File: src/rtl/fetch_queue_pkg.sv
// Shared types and constants for the instruction prefetch queue.
// Optional FETCH_Q_PERF_EN adds a hold-cycle counter on the top module.
package fetch_queue_pkg;

    localparam int          WORD_W      = 16;
    localparam int          FQ_DEPTH    = 4;
    localparam logic [15:0] FQ_RESET_PC = 16'h0000;

    typedef logic [WORD_W-1:0] word_t;

    typedef enum logic {
        S_RUN      = 1'b0,
        S_REDIRECT = 1'b1
    } fq_state_e;

    // Pointer width for a power-of-two depth; a depth of 2 still needs one bit.
    function automatic int fq_log2(input int n);
        int r;
        r = 1;
        for (int i = 1; i < 31; i++) begin
            if ((1 << i) < n) r = i + 1;
        end
        return r;
    endfunction

endpackage

File: src/rtl/fetch_queue_if.sv
// Memory-side and fetch-side handshake bundle of the prefetch queue.
// The slave modport is the queue; the master modport is memory plus fetch unit.
interface fetch_queue_if;
    import fetch_queue_pkg::*;

    logic  mem_req;
    word_t mem_addr;
    logic  mem_ack;
    word_t mem_data;
    word_t fetch_opc;
    word_t fetch_arg;
    logic  hold;
    logic  adv;
    logic  adv2;
    logic  redirect;
    word_t redirect_pc;

    modport slave (
        output mem_req, mem_addr, fetch_opc, fetch_arg, hold,
        input  mem_ack, mem_data, adv, adv2, redirect, redirect_pc
    );

    modport master (
        input  mem_req, mem_addr, fetch_opc, fetch_arg, hold,
        output mem_ack, mem_data, adv, adv2, redirect, redirect_pc
    );

endinterface

File: src/rtl/fq_ram.sv
// DEPTH x 16 register-array storage for the prefetch queue:
// one write port and two asynchronous read ports.
module fq_ram
    import fetch_queue_pkg::*;
#(
    parameter  int DEPTH = FQ_DEPTH,
    localparam int AW    = fq_log2(DEPTH)
) (
    input  logic          clk,
    input  logic          rst,
    input  logic          i_we,
    input  logic [AW-1:0] i_waddr,
    input  word_t         i_wdata,
    input  logic [AW-1:0] i_raddr0,
    input  logic [AW-1:0] i_raddr1,
    output word_t         o_rdata0,
    output word_t         o_rdata1
);

    word_t r_mem [DEPTH];

    // NOTE: the array is reset on purpose so the head pair reads zero out of
    // reset; this keeps it a flop array rather than something an SRAM could absorb.
    always_ff @(posedge clk or posedge rst) begin
        if (rst) begin
            for (int i = 0; i < DEPTH; i++) r_mem[i] <= '0;
        end else if (i_we) begin
            r_mem[i_waddr] <= i_wdata;
        end
    end

    assign o_rdata0 = r_mem[i_raddr0];
    assign o_rdata1 = r_mem[i_raddr1];

endmodule

File: src/rtl/fetch_queue.sv
// Instruction prefetch queue: streams words from memory, presents the head pair.
// Define FETCH_Q_PERF_EN to add the saturating perf_hold_cnt output.
module fetch_queue
    import fetch_queue_pkg::*;
#(
    parameter int    DEPTH    = FQ_DEPTH,
    parameter word_t RESET_PC = FQ_RESET_PC
) (
    input  logic         clk,
    input  logic         rst,
    fetch_queue_if.slave bus
`ifdef FETCH_Q_PERF_EN
    ,
    output logic [15:0]  perf_hold_cnt
`endif
);

    localparam int AW = fq_log2(DEPTH);
    localparam int CW = AW + 1;

    fq_state_e     r_state;
    fq_state_e     w_state_next;
    logic [AW-1:0] r_rd;
    logic [AW-1:0] r_wr;
    logic [CW-1:0] r_count;
    word_t         r_addr;
    logic          r_started;

    logic          w_req;
    logic          w_hold;
    logic          w_push;
    logic [CW-1:0] w_pop_n;
    logic [AW-1:0] w_rd_next;
    word_t         w_rdata0;
    word_t         w_rdata1;

    always_ff @(posedge clk or posedge rst) begin
        if (rst) r_state <= S_RUN;
        else     r_state <= w_state_next;
    end

    // NOTE: every signal written here gets a default first, so no path through
    // the block can leave one unassigned and infer a latch.
    always_comb begin
        w_state_next = r_state;
        w_req        = 1'b0;
        w_hold       = 1'b1;
        w_push       = 1'b0;
        w_pop_n      = '0;

        case (r_state)
            S_RUN: begin
                w_req  = r_started && (r_count < CW'(DEPTH));
                w_hold = (r_count < CW'(2));
            end
            S_REDIRECT: begin
                w_state_next = S_RUN;
            end
            default: begin
                w_state_next = S_RUN;
            end
        endcase

        // Redirect wins over everything: it flushes and drops any same-cycle ack.
        if (bus.redirect) begin
            w_state_next = S_REDIRECT;
        end else begin
            w_push = w_req && bus.mem_ack;
            if (bus.adv && !w_hold) w_pop_n = bus.adv2 ? CW'(2) : CW'(1);
        end
    end

    assign w_rd_next = r_rd + AW'(1);

    // NOTE: sequential state uses non-blocking assignments so every flop samples
    // the pre-edge values regardless of statement order.
    always_ff @(posedge clk or posedge rst) begin
        if (rst) begin
            r_started <= 1'b0;
            r_count   <= '0;
            r_rd      <= '0;
            r_wr      <= '0;
            r_addr    <= RESET_PC;
        end else begin
            r_started <= 1'b1;
            if (bus.redirect) begin
                r_count <= '0;
                r_rd    <= '0;
                r_wr    <= '0;
                r_addr  <= bus.redirect_pc;
            end else begin
                if (w_push) begin
                    r_wr   <= r_wr + AW'(1);
                    r_addr <= r_addr + 16'd1;
                end
                r_rd    <= r_rd + AW'(w_pop_n);
                r_count <= r_count + CW'(w_push) - w_pop_n;
            end
        end
    end

    fq_ram #(
        .DEPTH (DEPTH)
    ) u_ram (
        .clk      (clk),
        .rst      (rst),
        .i_we     (w_push),
        .i_waddr  (r_wr),
        .i_wdata  (bus.mem_data),
        .i_raddr0 (r_rd),
        .i_raddr1 (w_rd_next),
        .o_rdata0 (w_rdata0),
        .o_rdata1 (w_rdata1)
    );

    assign bus.mem_req   = w_req;
    assign bus.mem_addr  = r_addr;
    assign bus.fetch_opc = w_rdata0;
    assign bus.fetch_arg = w_rdata1;
    assign bus.hold      = w_hold;

`ifdef FETCH_Q_PERF_EN
    logic [15:0] r_perf_hold_cnt;

    always_ff @(posedge clk or posedge rst) begin
        if (rst)                                         r_perf_hold_cnt <= '0;
        else if (w_hold && (r_perf_hold_cnt != 16'hFFFF)) r_perf_hold_cnt <= r_perf_hold_cnt + 16'd1;
    end

    assign perf_hold_cnt = r_perf_hold_cnt;
`endif

    // A pop request while the pair is not valid is dropped; flag it in simulation.
    adv_while_hold: assert property (@(posedge clk) disable iff (rst) !(bus.adv && bus.hold))
        else $warning("fetch_queue: adv ignored while hold=1");

endmodule

File: src/flat_wrapper.sv
// flat-port wrapper written by rule: the top's interface ports become plain ports
module fetch_queue_flat import fetch_queue_pkg::*;
#(
    parameter int    DEPTH    = FQ_DEPTH,
    parameter word_t RESET_PC = FQ_RESET_PC
)
  (clk, rst, bus_mem_req, bus_mem_addr, bus_fetch_opc, bus_fetch_arg, bus_hold, bus_mem_ack, bus_mem_data, bus_adv, bus_adv2, bus_redirect, bus_redirect_pc);
  fetch_queue_if bus_i ();
  input  logic clk;
  input  logic rst;
  output wire logic [$bits(bus_i.mem_req)-1:0] bus_mem_req;
  output wire logic [$bits(bus_i.mem_addr)-1:0] bus_mem_addr;
  output wire logic [$bits(bus_i.fetch_opc)-1:0] bus_fetch_opc;
  output wire logic [$bits(bus_i.fetch_arg)-1:0] bus_fetch_arg;
  output wire logic [$bits(bus_i.hold)-1:0] bus_hold;
  input wire logic [$bits(bus_i.mem_ack)-1:0] bus_mem_ack;
  input wire logic [$bits(bus_i.mem_data)-1:0] bus_mem_data;
  input wire logic [$bits(bus_i.adv)-1:0] bus_adv;
  input wire logic [$bits(bus_i.adv2)-1:0] bus_adv2;
  input wire logic [$bits(bus_i.redirect)-1:0] bus_redirect;
  input wire logic [$bits(bus_i.redirect_pc)-1:0] bus_redirect_pc;
  assign bus_mem_req = bus_i.mem_req;
  assign bus_mem_addr = bus_i.mem_addr;
  assign bus_fetch_opc = bus_i.fetch_opc;
  assign bus_fetch_arg = bus_i.fetch_arg;
  assign bus_hold = bus_i.hold;
  assign bus_i.mem_ack = bus_mem_ack;
  assign bus_i.mem_data = bus_mem_data;
  assign bus_i.adv = bus_adv;
  assign bus_i.adv2 = bus_adv2;
  assign bus_i.redirect = bus_redirect;
  assign bus_i.redirect_pc = bus_redirect_pc;
  fetch_queue #(.DEPTH(DEPTH), .RESET_PC(RESET_PC)) u_core (.clk(clk), .rst(rst), .bus(bus_i));
endmodule
File: config.mk
export PLATFORM = sky130hd
export DESIGN_NAME = fetch_queue_flat
export DESIGN_NICKNAME = d
export VERILOG_FILES = /design/src/rtl/fetch_queue_pkg.sv /design/src/rtl/fetch_queue_if.sv /design/src/rtl/fq_ram.sv /design/src/rtl/fetch_queue.sv /design/src/flat_wrapper.sv
export SDC_FILE = /design/constraint.sdc
export NUM_CORES = 1
export LEC_CHECK = 0
export CAP_MARGIN = 30
export CELL_PAD_IN_SITES_DETAIL_PLACEMENT = 0
export CELL_PAD_IN_SITES_GLOBAL_PLACEMENT = 2
export CORE_MARGIN = 3
export CORE_UTILIZATION = 25
export DETAILED_ROUTE_END_ITERATION = 8
export GPL_TIMING_DRIVEN = 1
export PLACE_DENSITY_LB_ADDON = 0.15
export SLEW_MARGIN = 20
export SYNTH_ARGS = -nofsm -noshare
export SYNTH_HDL_FRONTEND = slang
export SYNTH_HIERARCHICAL = 1
export SYNTH_SLANG_ARGS = --single-unit
File: constraint.sdc
create_clock -name clk -period 2.2 [get_ports clk]
set_clock_uncertainty 0.1 [all_clocks]
set_input_delay 0.33 -clock clk [delete_from_list [all_inputs] [get_ports clk]]
set_output_delay 0.33 -clock clk [all_outputs]
set_load 0.05 [all_outputs]
# After elaboration in Yosys (flattened, before gate mapping)
# Cells that the tools add are included.
# W data, S select, Z words.
# totals
register_bits	89
output_inout_bits	50
elab_cells	53
# classes
n_addsub	6
n_lt_le_gt_ge	6
mux	22
n_bitwise	3
reduce_logical	6
# op_table
op	count
$mux W16	7
$bmux W16 S2	2
$bwmux W64	1
$demux W16 S2	1
$add A16 B1 Y16 const B	1
$ge A3 B3 Y1 const B	3
$mux W3	3
$not A2 Y3	3
$mux W2	4
$add A2 B1 Y2 const B	2
$logic_and A1 B1 Y1	4
$mux W1	4
$add A3 B1 Y3	1
$lt A3 B1 Y1 const B	1
$lt A3 B2 Y1 const B	1
$lt A3 B3 Y1 const B	1
$sub A3 B3 Y3	1
$add A2 B2 Y2	1
$reduce_bool A2 Y1	1
$logic_not A1 Y1	1

# Longest topological paths before layout
# depth
word_depth	8
ltp_mapped	9
depth_no_buf	9

# Cells and area by module
# Netlist, hierarchy kept.
# modules_own_cells
mod	n_inst	cells_each	area_per_inst_um2	seq_area_each_um2
fq_ram	1	177	3180.6	1601.5
fetch_queue	1	149	1383.8	625.6

# Worst setup path before layout
# No wires, ideal clock.
# synth_path
kind	flip-flop to flip-flop
start	register u_core.r_count[2]
end	register u_core.r_count[2]
setup_ns	0.132
arrival_ns	2.466
path_slack_ns	-0.498
path_stages_with_launch	10
n_path_buf	0
cell_sequence	dfrtp_1 -> o21bai_1 -> nor3_1 -> xnor2_1 -> nor2_1 -> ha_1 -> inv_1 -> fa_1 -> xnor2_1 -> nor2_1
# synth_via
elab_chain_cells	8
elab_cells_between_ends	14
# synth_rtl
item	line	rtl
start: declaration	fetch_queue.sv:25	logic [CW-1:0] r_count;
start signal: assignment	fetch_queue.sv:97	r_count <= r_count + CW'(w_push) - w_pop_n;
$lt A3 B2 Y1	fetch_queue.sv:54	w_hold = (r_count < CW'(2));
$mux W1	fetch_queue.sv:51	case (r_state)
named net bus_hold	flat_wrapper.sv:15	output wire logic [$bits(bus_i.hold)-1:0] bus_hold;
$logic_not A1 Y1	fetch_queue.sv:69	if (bus.adv && !w_hold) w_pop_n = bus.adv2 ? CW'(2) : CW'(1);
$logic_and A1 B1 Y1	fetch_queue.sv:69	
$mux W3	fetch_queue.sv:69	
$mux W3	fetch_queue.sv:65	if (bus.redirect) begin
$sub A3 B3 Y3	fetch_queue.sv:97	
$mux W3	fetch_queue.sv:86	if (bus.redirect) begin
# The timed path passes the listed nets, and every way through them passes these cells.
# A chain may end at the register's enable or synchronous reset.

# Worst setup path after layout
# layout_path
start	register u_core.r_rd[0]
end	output bus_fetch_arg[1]
# layout_via
elab_chain_cells	5
# layout_rtl
item	line	rtl
start: declaration	fetch_queue.sv:23	logic [AW-1:0] r_rd;
start signal: assignment	fetch_queue.sv:96	r_rd <= r_rd + AW'(w_pop_n);
$add A2 B1 Y2	fetch_queue.sv:73	assign w_rd_next = r_rd + AW'(1);
named net u_core.w_rd_next[1]	fetch_queue.sv:33	logic [AW-1:0] w_rd_next;
$not A2 Y3 (implied by the code)	fq_ram.sv:33	assign o_rdata1 = r_mem[i_raddr1];
$bmux W16 S2	fq_ram.sv:33	
$mux W16 (implied by the code) (2 in series)	fq_ram.sv:33	
end: declaration	flat_wrapper.sv:14	output wire logic [$bits(bus_i.fetch_arg)-1:0] bus_fetch_arg;
# The timed path passes the listed nets, and every way through them passes these cells. The select of a mux whose other input is x is not followed.

==> results.cfg <==
[placement]
place_congestion = 0.7469
placedCellCount = 652
post-place-ws_ns = -0.1351
port_buffers = 87
placed_area_um2 = 5891
hpwl_mm = 8.144

[pwr]
power.density_nw_per_um2 = 802.1
leakage_nw = 2.747
power_mw = 5.087
irDropWorstVdd_mv = 0.4110

[timing]
finalSetupViolations = 30
maxSlewHeadroom = 0.6489
rsz0062_at_grt = yes
final_hold_viol_count = 0
max_freq_mhz = 435.9
drv_slew = 0
tightestPinTransition_ns = 0.5258
period_minus_slack_ns = 2.294
fin_crit_sh = 1.043
fin_ws_ns = -0.09437

[yosys]
synth_edf_count = 0
synth_cell_types = 43
syn_area_um2 = 4564
synth-async-reset-ratio = 1.000
yosys_warnings = 6
postSynthNetCount = 368
ys.flop_type = dfrtp_1
postSynthCellCount = 326
syn-mean-instance-area_um2 = 14.00
yosysSeqAreaShare = 0.4879
ys_seq_elements = 89

[worst_setup_path]
crit_path_end_kind = output pin
path_class = flip-flop to output pin
ff2ff_path_depth = 9
worstSetupStartpointType = flip-flop
arrival_ns = 1.86
r2r_end = u_core/r_count[2]
cp_max_fo = 5
required_ns = 1.77
r2r_start = u_core/r_state
reg2reg_slack_ns = 0.18

[run]
cap_violations = 0

[grt]
grt_pass1_vias = 3211
grt_pass1_wl_mm = 18.31
grt_overflow = 0
grt_use_total = 0.1220
grt_max_degree = 28
grt_antenna_before_repair = 0

[routing]
drt_iter0_drc = 96
drcViolationCount = 0
routed_wl_mm = 11.65
vias = 3073
postRouteAntennaNets = 0
first_pass_iters = 4
avgRoutedWirePerCell_um = 17.31
via_per_inst = 4.566

[cells_and_area]
drive_above_1_share = 0.4442
final_cell_area_um2 = 6342
layout_commonest_cell = dfrtp_1
diodes = 0
fin_util = 0.3604
finalNonFillerCells = 673
syn2layout_area_growth_pct = 38.95
final_cell_mix = 87 x dfrtp_1, 64 x mux2_2, 53 x clkdlybuf4s50_1
nNetsFinal = 485

[die]
start_util = 0.2594
core_um2 = 17600
dieArea_um2 = 19910
fp.dieH_um = 141.1
io_pins = 88
rows = 48
die_x_um = 141.1

[cts]
cts_tree = yes
ctsHoldBuffers = 0
cts_root_buffer = clkbuf_16
htree_levels = 3
cts_made_buffers = 9
clockBufferDepth = 2
clkSinkCount = 89
clk_latency_ns = 0.34
clk_pin_slew_ns = 0.06

[worst_hold_path]
worstHoldPathType = input port to asynchronous set/reset pin

[outcome]
violations = setup timing
status = finished, violations left
## cell type report
type	instances	area, µm²
Multi-Input combinational cell	209	2213
Fill cell	1731	11250
Timing Repair Buffer	125	1286
Sequential cell	89	2230
Tap cell	225	281.5
Clock inverter	7	70.07
Clock buffer	9	225.2
Inverter	9	36.28
## worst max-delay path, cell delays in order, from the launching register on
cell	delay (ns)
dfrtp_2	0.48
xor2_4	0.17
buf_4	0.16
mux4_2	0.54
buf_12	0.17
## report_power, final
| part | internal [mW] | switching (mW) | total (mW) |
|---|---|---|---|
| Clock | 0.880 | 0.666 | 1.55 |
| Sequential | 1.81 | 0.139 | 1.95 |
| Combinational | 0.691 | 0.898 | 1.59 |
| Total | 3.38 | 1.70 | 5.09 |
## metrics by stage
stage	TNS [ns]	hold slack [ns]
finish	-0.7461	0.2734
global route	-3.524	0.3073
CTS	-2.103	0.2788
detailed placement	-0.8470	0.4086
global placement	-0.2600	0.4008
floorplan	0	0.2573
## layer usage
| metal | GRT usage | part of all wire | vias up |
|---|---|---|---|
| li1 | - | - | 1438 |
| met1 | 0.1588 | 0.46 | 1554 |
| met2 | 0.1929 | 0.47 | 71 |
| met3 | 0.04342 | 0.055 | 10 |
| met4 | 0.03366 | 0.014 | 0 |
| met5 | 0 | 0 | - |
## cells in the mapped netlist, types with 2 or more instances
| cell | n | area share |
|---|---|---|
| a31oi_1 | 3 | 0.0041 |
| buf_2 | 7 | 0.0077 |
| buf_4 | 4 | 0.0066 |
| buf_6 | 2 | 0.0049 |
| clkbuf_1 | 5 | 0.0041 |
| dfrtp_1 | 89 | 0.49 |
| ha_1 | 3 | 0.0082 |
| inv_1 | 8 | 0.0066 |
| mux2_2 | 64 | 0.16 |
| mux2i_1 | 2 | 0.0044 |
| mux4_2 | 32 | 0.16 |
| nand2_1 | 18 | 0.015 |
| nand3_1 | 7 | 0.0077 |
| nand3b_2 | 2 | 0.0049 |
| nand4_1 | 3 | 0.0041 |
| nor2_1 | 14 | 0.012 |
| nor3_1 | 5 | 0.0055 |
| nor4_1 | 3 | 0.0041 |
| o21ai_0 | 14 | 0.015 |
| xnor2_1 | 13 | 0.025 |
| xor2_1 | 6 | 0.012 |
## sequential cells by signal, indices dropped and copies added, names as in the netlist
register / flops
u_core/u_ram/r_mem: 64
u_core/bus.mem_addr: 16
u_core/r_count: 3
u_core/r_rd: 2
u_core/r_wr: 2
u_core/r_started: 1
u_core/r_state: 1
## kinds of logic (layout without fill, tap and decap cells)
family,after synthesis,after routing,synth area share
multiplexers,98,98,0.3202
flip-flops,89,89,0.4879
AND/OR/NAND/NOR,66,66,0.08224
buffers and inverters,28,150,0.03372
AO/OA/AOI/OAI,21,21,0.02604
XOR/XNOR,19,19,0.03646
adder cells (fa/ha/maj),4,4,0.01261
other,1,1,0.0008216
## worst max path at each step
| stage | start | slack (ns) | end |
|---|---|---|---|
| global placement | bus_adv | -0.12 | u_core/r_count[2] |
| finish | u_core/r_rd[0] | -0.09 | bus_fetch_arg[1] |
| CTS | u_core/r_rd[0] | -0.13 | bus_fetch_arg[0] |
| global route | u_core/r_rd[0] | -0.18 | bus_fetch_arg[1] |
| floorplan | u_core/r_count[2] | 0.07 | u_core/u_ram/r_mem[48] |
| detailed placement | bus_adv | -0.14 | u_core/r_count[2] |
## timing repair
item | 4_1_cts | 5_1_grt
endpoints found under the hold margin | 0 | 0
resized for setup | 27 | 1
setup endpoints to repair | 32 | 32
setup buffers | 4 | 0
pin swaps | 1 | 0
cloned | 1 | 0
Note: power is estimated with default switching activity, not from simulation.
